File: src/rtl/demux_scan_1_n.sv
// Registered 1:N demultiplexer with enable, sticky range-error flag and an
// automatic scan mode that steps through every channel with a fixed dwell.
module demux_scan_1_n #(
  parameter int N_OUT   = 36,
  parameter int SEL_W   = 6,
  parameter int DWELL   = 1000,
  parameter bit REVERSE = 1'b1
) (
  input  logic             clk,
  input  logic             rst_n,
  input  logic             A,
  input  logic             en,
  input  logic             mode,
  input  logic [SEL_W-1:0] input_sel,
  input  logic             sel_load,
  input  logic             err_clr,
  output logic [N_OUT-1:0] out,
  output logic [SEL_W-1:0] cur_sel,
  output logic             frame_done,
  output logic             err
);

  // state | meaning
  // IDLE  | disabled, out forced low, cur_sel held
  // HOLD  | manual: cur_sel changes only on sel_load
  // SCAN  | automatic: cur_sel advances every DWELL cycles
  typedef enum logic [1:0] {IDLE, HOLD, SCAN} state_t;

  localparam int CNT_W = (DWELL > 1) ? $clog2(DWELL) : 1;

  state_t             state_q, state_d;
  logic [CNT_W-1:0]   cnt_q, cnt_d;
  logic [SEL_W-1:0]   sel_q, sel_d;
  logic [N_OUT-1:0]   out_q, out_d;
  logic               fd_q, fd_d;
  logic               err_q, err_d;
  logic               load_ok, load_bad, scanning, expire;
  logic [SEL_W-1:0]   chan;

  always_comb begin
    state_d = IDLE;
    if (en) state_d = mode ? SCAN : HOLD;

    load_bad = sel_load && ({1'b0, input_sel} >= (SEL_W+1)'(N_OUT));
    load_ok  = sel_load && !load_bad;
    // Stepping only while staying in SCAN; entering or leaving clears the dwell.
    scanning = (state_q == SCAN) && (state_d == SCAN);
    expire   = (cnt_q == CNT_W'(DWELL - 1));

    sel_d = sel_q;
    cnt_d = '0;
    fd_d  = 1'b0;
    if (load_ok) begin
      sel_d = input_sel;
    end else if (scanning) begin
      if (expire) begin
        if (sel_q == SEL_W'(N_OUT - 1)) begin
          sel_d = '0;
          fd_d  = 1'b1;
        end else begin
          sel_d = sel_q + SEL_W'(1);
        end
      end else begin
        cnt_d = cnt_q + CNT_W'(1);
      end
    end

    // A new error outranks a simultaneous clear.
    err_d = load_bad | (err_q & ~err_clr);

    chan  = REVERSE ? (SEL_W'(N_OUT - 1) - sel_q) : sel_q;
    out_d = '0;
    if (en && A) out_d[chan] = 1'b1;
  end

  always_ff @(posedge clk or negedge rst_n) begin
    if (!rst_n) begin
      state_q <= IDLE;
      cnt_q   <= '0;
      sel_q   <= '0;
      out_q   <= '0;
      fd_q    <= 1'b0;
      err_q   <= 1'b0;
    end else begin
      state_q <= state_d;
      cnt_q   <= cnt_d;
      sel_q   <= sel_d;
      out_q   <= out_d;
      fd_q    <= fd_d;
      err_q   <= err_d;
    end
  end

  assign out        = out_q;
  assign cur_sel    = sel_q;
  assign frame_done = fd_q;
  assign err        = err_q;

endmodule

File: config.mk
export PLATFORM = sky130hd
export DESIGN_NAME = demux_scan_1_n
export DESIGN_NICKNAME = d
export VERILOG_FILES = /design/src/rtl/demux_scan_1_n.sv
export SDC_FILE = /design/constraint.sdc
export NUM_CORES = 1
export LEC_CHECK = 0
export ABC_CLOCK_PERIOD_IN_PS = 2800
export BUFFER_PORTS_ARGS = -buffer_cell sky130_fd_sc_hd__buf_2
export CAP_MARGIN = 20
export CORE_ASPECT_RATIO = 0.6
export CORE_MARGIN = 1
export CORE_UTILIZATION = 52
export DETAILED_ROUTE_END_ITERATION = 16
export GPL_TIMING_DRIVEN = 1
export PLACE_DENSITY = 0.79
export SYNTH_ARGS = -nofsm -noshare
export SYNTH_HDL_FRONTEND = slang
export SYNTH_SLANG_ARGS = --single-unit
File: constraint.sdc
create_clock -name clk -period 2.8 [get_ports clk]
set_input_delay 0.56 -clock clk [delete_from_list [all_inputs] [get_ports clk]]
set_output_delay 0.56 -clock clk [all_outputs]
set_load 0.01 [all_outputs]
---- Yosys cells after proc, flatten, opt, wreduce, memory -nomap -nowiden ----
Cells that the tools add are included.
storage, ports and cells
  register bits after elaboration ......... 56
  bits in latches ......................... 0
  bits in writable memories ............... 0
  memory bits (read-only) ................. 0
  bits of input ports ..................... 13
  output and inout bits ................... 44
  logic and storage cells ................. 44
  memories kept ........................... 0
operators by class
  add/subtract/negate cells ............... 3
  multipliers ............................. 0
  divide/modulo/power cells ............... 0
  order comparisons ....................... 3
  eq/ne operators ......................... 4
  shifts and indexed selects .............. 0
  mux-type cells .......................... 16
  bitwise gates (word level) .............. 3
  reduce and logical (&&, ||, !) cells .... 9
operators by type and width
  kind                     count
  $mux W36                 1
  $mux W10                 3
  $mux W6                  4
  $add A10 B1 Y10 const B  1
  $eq A10 B10 Y1 const B   1
  $lt A6 B7 Y1 const B     1
  $add A6 B1 Y6 const B    1
  $demux W1 S6             1
  $eq A6 B6 Y1 const B     1
  $ge A6 B1 Y1 const B     1
  $ge A6 B6 Y1 const B     1
  $sub A6 B6 Y6 const A    1
  $logic_and A1 B1 Y1      5
  $mux W1                  5
  $eq A2 B2 Y1 const B     2
  $mux W2                  2
  $reduce_bool A2 Y1       2
  $reduce_and A2 Y1        1
  $and A1 B1 Y1            1
  $logic_not A1 Y1         1
  $not A1 Y1               1
  $or A1 B1 Y1             1

---- Logic depth before layout (Yosys ltp) ----
  depth in word-level cells ............... 6
  mapped depth ............................ 7
  depth with buffers taken out ............ 6

---- Worst setup path after synthesis ----
OpenSTA, ideal clock, no wires.
  kind .................................... reg2reg
  start point ............................. reg cnt_q[3]
  end point ............................... reg sel_q[4], in the netlist cur_sel[4]
  setup time .............................. 0.082 ns
  arrival ................................. 2.001 ns
  required time ........................... 2.718 ns
  setup slack ............................. 0.717 ns
  cell stages (with the launch flop) ...... 6
  path buffers ............................ 1
  period minus slack after synthesis ...... 2.083 ns
  cell sequence ........................... dfrtp_1 or3b_1 or4b_4 buf_6 or4_1 a31oi_1
on the way
  word-level cells in the longest chain between the ends .. 3
ends and longest elaborated chain
  what                          RTL line  source
  start: declaration            32        logic [CNT_W-1:0] cnt_q, cnt_d;
  start signal: assignment      86        cnt_q <= cnt_d;
  $eq A10 B10 Y1                48        expire = (cnt_q == CNT_W'(DWELL - 1));
  $reduce_bool A2 Y1 (no line)  --
  $reduce_and A2 Y1 (no line)   --
  end signal: assignment        87        sel_q <= sel_d;
  end: declaration              33        logic [SEL_W-1:0] sel_q, sel_d;
Every way passes these cells.
A chain may end at the register's enable or synchronous reset.

---- Worst setup path after layout ----
  start point ............................. reg sel_q[2], in the netlist cur_sel[2]
  end point ............................... reg out_q[9], in the netlist out[9]
on the way
  word-level cells in the longest chain between the ends .. 6
  elaborated cells on any way between the ends .. 7
  classes of those cells .................. 1 x add/sub; 2 x order compare; 3 x mux; 1 x reduce/logical
ends and longest elaborated chain
  what                                                                RTL line  source
  $sub A6 B6 Y6 *                                                     71        chan = REVERSE ? (SEL_W'(N_OUT - 1) - sel_q) : sel_q;
  $lt A6 B7 Y1 (implied by the code) or $ge A6 B1 Y1 (tied branches)  73        if (en && A) out_d[chan] = 1'b1;
  $logic_and A1 B1 Y1 (implied by the code)                           73
  $mux W1 (implied by the code)                                       73
  $demux W1 S6 *                                                      73
  $mux W36 *                                                          73
  via out_d[9]                                                        34        logic [N_OUT-1:0] out_q, out_d;
  end signal: assignment                                              88        out_q <= out_d;
  end: declaration                                                    34
The timed path passes the listed nets; every way through them passes the cells marked *.

==> impl_metrics.yaml <==
status:
  outcome: "completed"
synthesis:
  synth_enable_flop_cells: 0
  yosysUniqueCellTypes: 36
  ys.flop_type: "dfrtp_1"
  yosys_warnings: 0
  synthArstFlopShare: 1.00
  synth-seq-cells: 56
  synth_fp_nets: 224
  synth_seq_area_share: 0.635
  syn_area_mm2: 0.00221
  syn_inst: 207
  syn_area_per_cell_um2: 10.7
sta:
  min_period_ns: 2.17
  fmax_mhz: 461
  rsz0062_at_grt: "false"
  setup_viol: 0
  fin_skew_ns: 0.00513
  maxSlewHeadroom: 0.523
  finalCritPeriodShare: 0.774
  hold_viol: 0
  tns_ns: 0
  slew_viol_final: 0
  max_slew.worst_pin.slew_ns: 0.711
clock_tree:
  ctsResizeCount: 0
  clkSlewWorstSetupHoldPaths_ns: 0.09
  cts.path.max_buffers: 2
  cts_sinks: 56
  root_buffer: "clkbuf_8"
  cts_hold_buf: 0
  cts_made_buffers: 5
  insertion_delay_ns: 0.30
  post_cts_buffers: 0
  h-tree-depth: 2
  cts_tree: "yes"
route:
  first_pass_iters: 4
  wl_um: 4260
  drc_errors: 0
  initialDrtViolationCount: 78
  vias_per_cell: 5.05
  antenna_left: 0
  vias: 1652
  detail_route.wl_per_cell_um: 13.0
setup_path:
  ff2ff_path_depth: 6
  slowest_delay_ns: 0.59
  rr_startpoint: "cur_sel[2]"
  cp_data_required_time_ns: 2.96
  crit_cells: 6
  critPathArrivalTime_ns: 2.33
  end_kind: "flop"
  cp-startpoint: "cur_sel[2]"
  critical_path_class: "flop to flop"
  path_max_fanout: 12
  path_buf_inv: 1
  path_cells: "inv_1 -> ha_1 -> nor2b_1 -> nor3b_1 -> o21ai_1 -> nor2_1"
  worstSetupStartpointType: "flop"
  cp_top_family: "flip-flops"
  slowest_stage: "dfrtp_1"
place:
  port_buffers: 56
  placed_area_mm2: 0.00256
  placed_cells: 319
  post-dp-hpwl_um: 3120
  globalplace.congestion: 0.769
power:
  p_per_area_mw_per_mm2: 550
  ir_drop_uv: 246
  p_leak_nw: 1.33
floorplan:
  start_util: 0.570
  ioPinCount: 57
  die_area_mm2: 0.00452
  die_w_um: 86.1
  core_area_mm2: 0.00387
  row_count: 17
  die_h_um: 52.5
layout:
  n_antenna_cell: 0
  area_growth_pct: 19.9
  drive_above_1_share: 0.256
  final_core_util: 0.684
  final_nets: 286
  fin_cells: 327
  fin_area_mm2: 0.00265
global_route:
  grt_pass1_vias: 1445
  grt_overflow: 0
  grt_pass1_wl_um: 6970
  gr-usage-all-layers: 0.213
  grt_max_degree: 24
  antenna_found_initial: 0
hold_path:
  worstHoldPathType: "input pin to async pin"
run:
  maxCapViolations: 0
==> power breakdown <==
part           leakage, nW  total (mW)  switching [mW]  internal, mW
logic                0.530       0.171           0.110        0.0610
registers            0.761       0.858          0.0311         0.827
clock network       0.0414       0.426           0.247         0.178
==> synthesized netlist by cell type, types with 3 or more instances <==
master   count  area [um^2]
a31oi_1      5         31.3
nand3_1      7         35.0
ha_1         4         50.1
nor3b_1      3         22.5
nand2_1     15         56.3
nor2_1      57          214
nor3_1       6         30.0
dfrtp_1     56         1400
xnor2_1      6         52.6
nor2b_1      3         18.8
inv_1        7         26.3
o21ai_0      6         30.0
==> path summary, 6_finish.rpt <==
path / to / slack [ns]
worst min-delay path: out[21] / 0.20
worst max register to register: out[9] / 0.63
worst max-delay path: out[9] / 0.63
worst min register to register: cnt_q[0] / 0.47
max in group asynchronous: cnt_q[6] / 1.97
min in group clk: state_q[0] / 0.42
==> layout by cell type (no fill, tap or decap), drive strengths merged, types with 3 or more instances in the layout <==
| cell | n |
|---|---|
| a31oi | 5 |
| nor3 | 6 |
| nor3b | 3 |
| or3 | 3 |
| xnor2 | 6 |
| nand2 | 15 |
| dfrtp | 56 |
| ha | 4 |
| nor2 | 57 |
| buf | 59 |
| nand3 | 7 |
| nor2b | 3 |
| clkbuf | 6 |
| inv | 7 |
| o21ai | 8 |
==> logic make-up after synthesis <==
kind of cell / count (synthesis) / share of synthesized area
flops: 56 / 0.635
fa+ha+maj: 4 / 0.0227
xor+xnor: 8 / 0.0317
simple gates: 107 / 0.228
mux: 1 / 0.00454
compound gates: 20 / 0.0550
buf+inv: 11 / 0.0227
==> layer usage <==
layer	GRT usage	wire length [um]	vias up
li1	-	-	811
met1	0.304	2210	775
met2	0.321	1760	64
met3	0.0567	262	2
met4	0.0667	24	0
met5	0	0	-
==> area by class of cell <==
class | instances | area [um^2]
Clock buffer | 6 | 72.6
Clock inverter | 2 | 16.3
Fill cell | 321 | 1220
Inverter | 7 | 26.3
Multi-Input combinational cell | 140 | 756
Sequential cell | 56 | 1400
Tap cell | 57 | 71.3
Timing Repair Buffer | 59 | 303
==> worst reg2reg max path: stages, from the launching register on <==
cell,delay (ns)
dfrtp_1,0.59
inv_1,0.12
ha_1,0.29
nor2b_1,0.16
nor3b_1,0.16
o21ai_1,0.59
nor2_1,0.12
==> registers in the layout, summed over array words and instances, names as in the netlist <==
signal / flops
frame_done: 1
cnt_q: 10
state_q: 2
cur_sel: 6
err: 1
out: 36
==> per-stage QoR <==
stage / hold slack (ns) / power, mW / setup WS [ns]
4_1_cts: 0.219 / 1.47 / 0.662
6_report: 0.203 / 1.46 / 0.633
5_1_grt: 0.235 / 1.53 / 0.498
3_3_place_gp: 0.459 / 1.04 / 0.656
2_1_floorplan: 0.264 / 0.969 / 0.717
3_5_place_dp: 0.461 / 1.05 / 0.621
No activity file was read; power rests on OpenSTA's default activity.
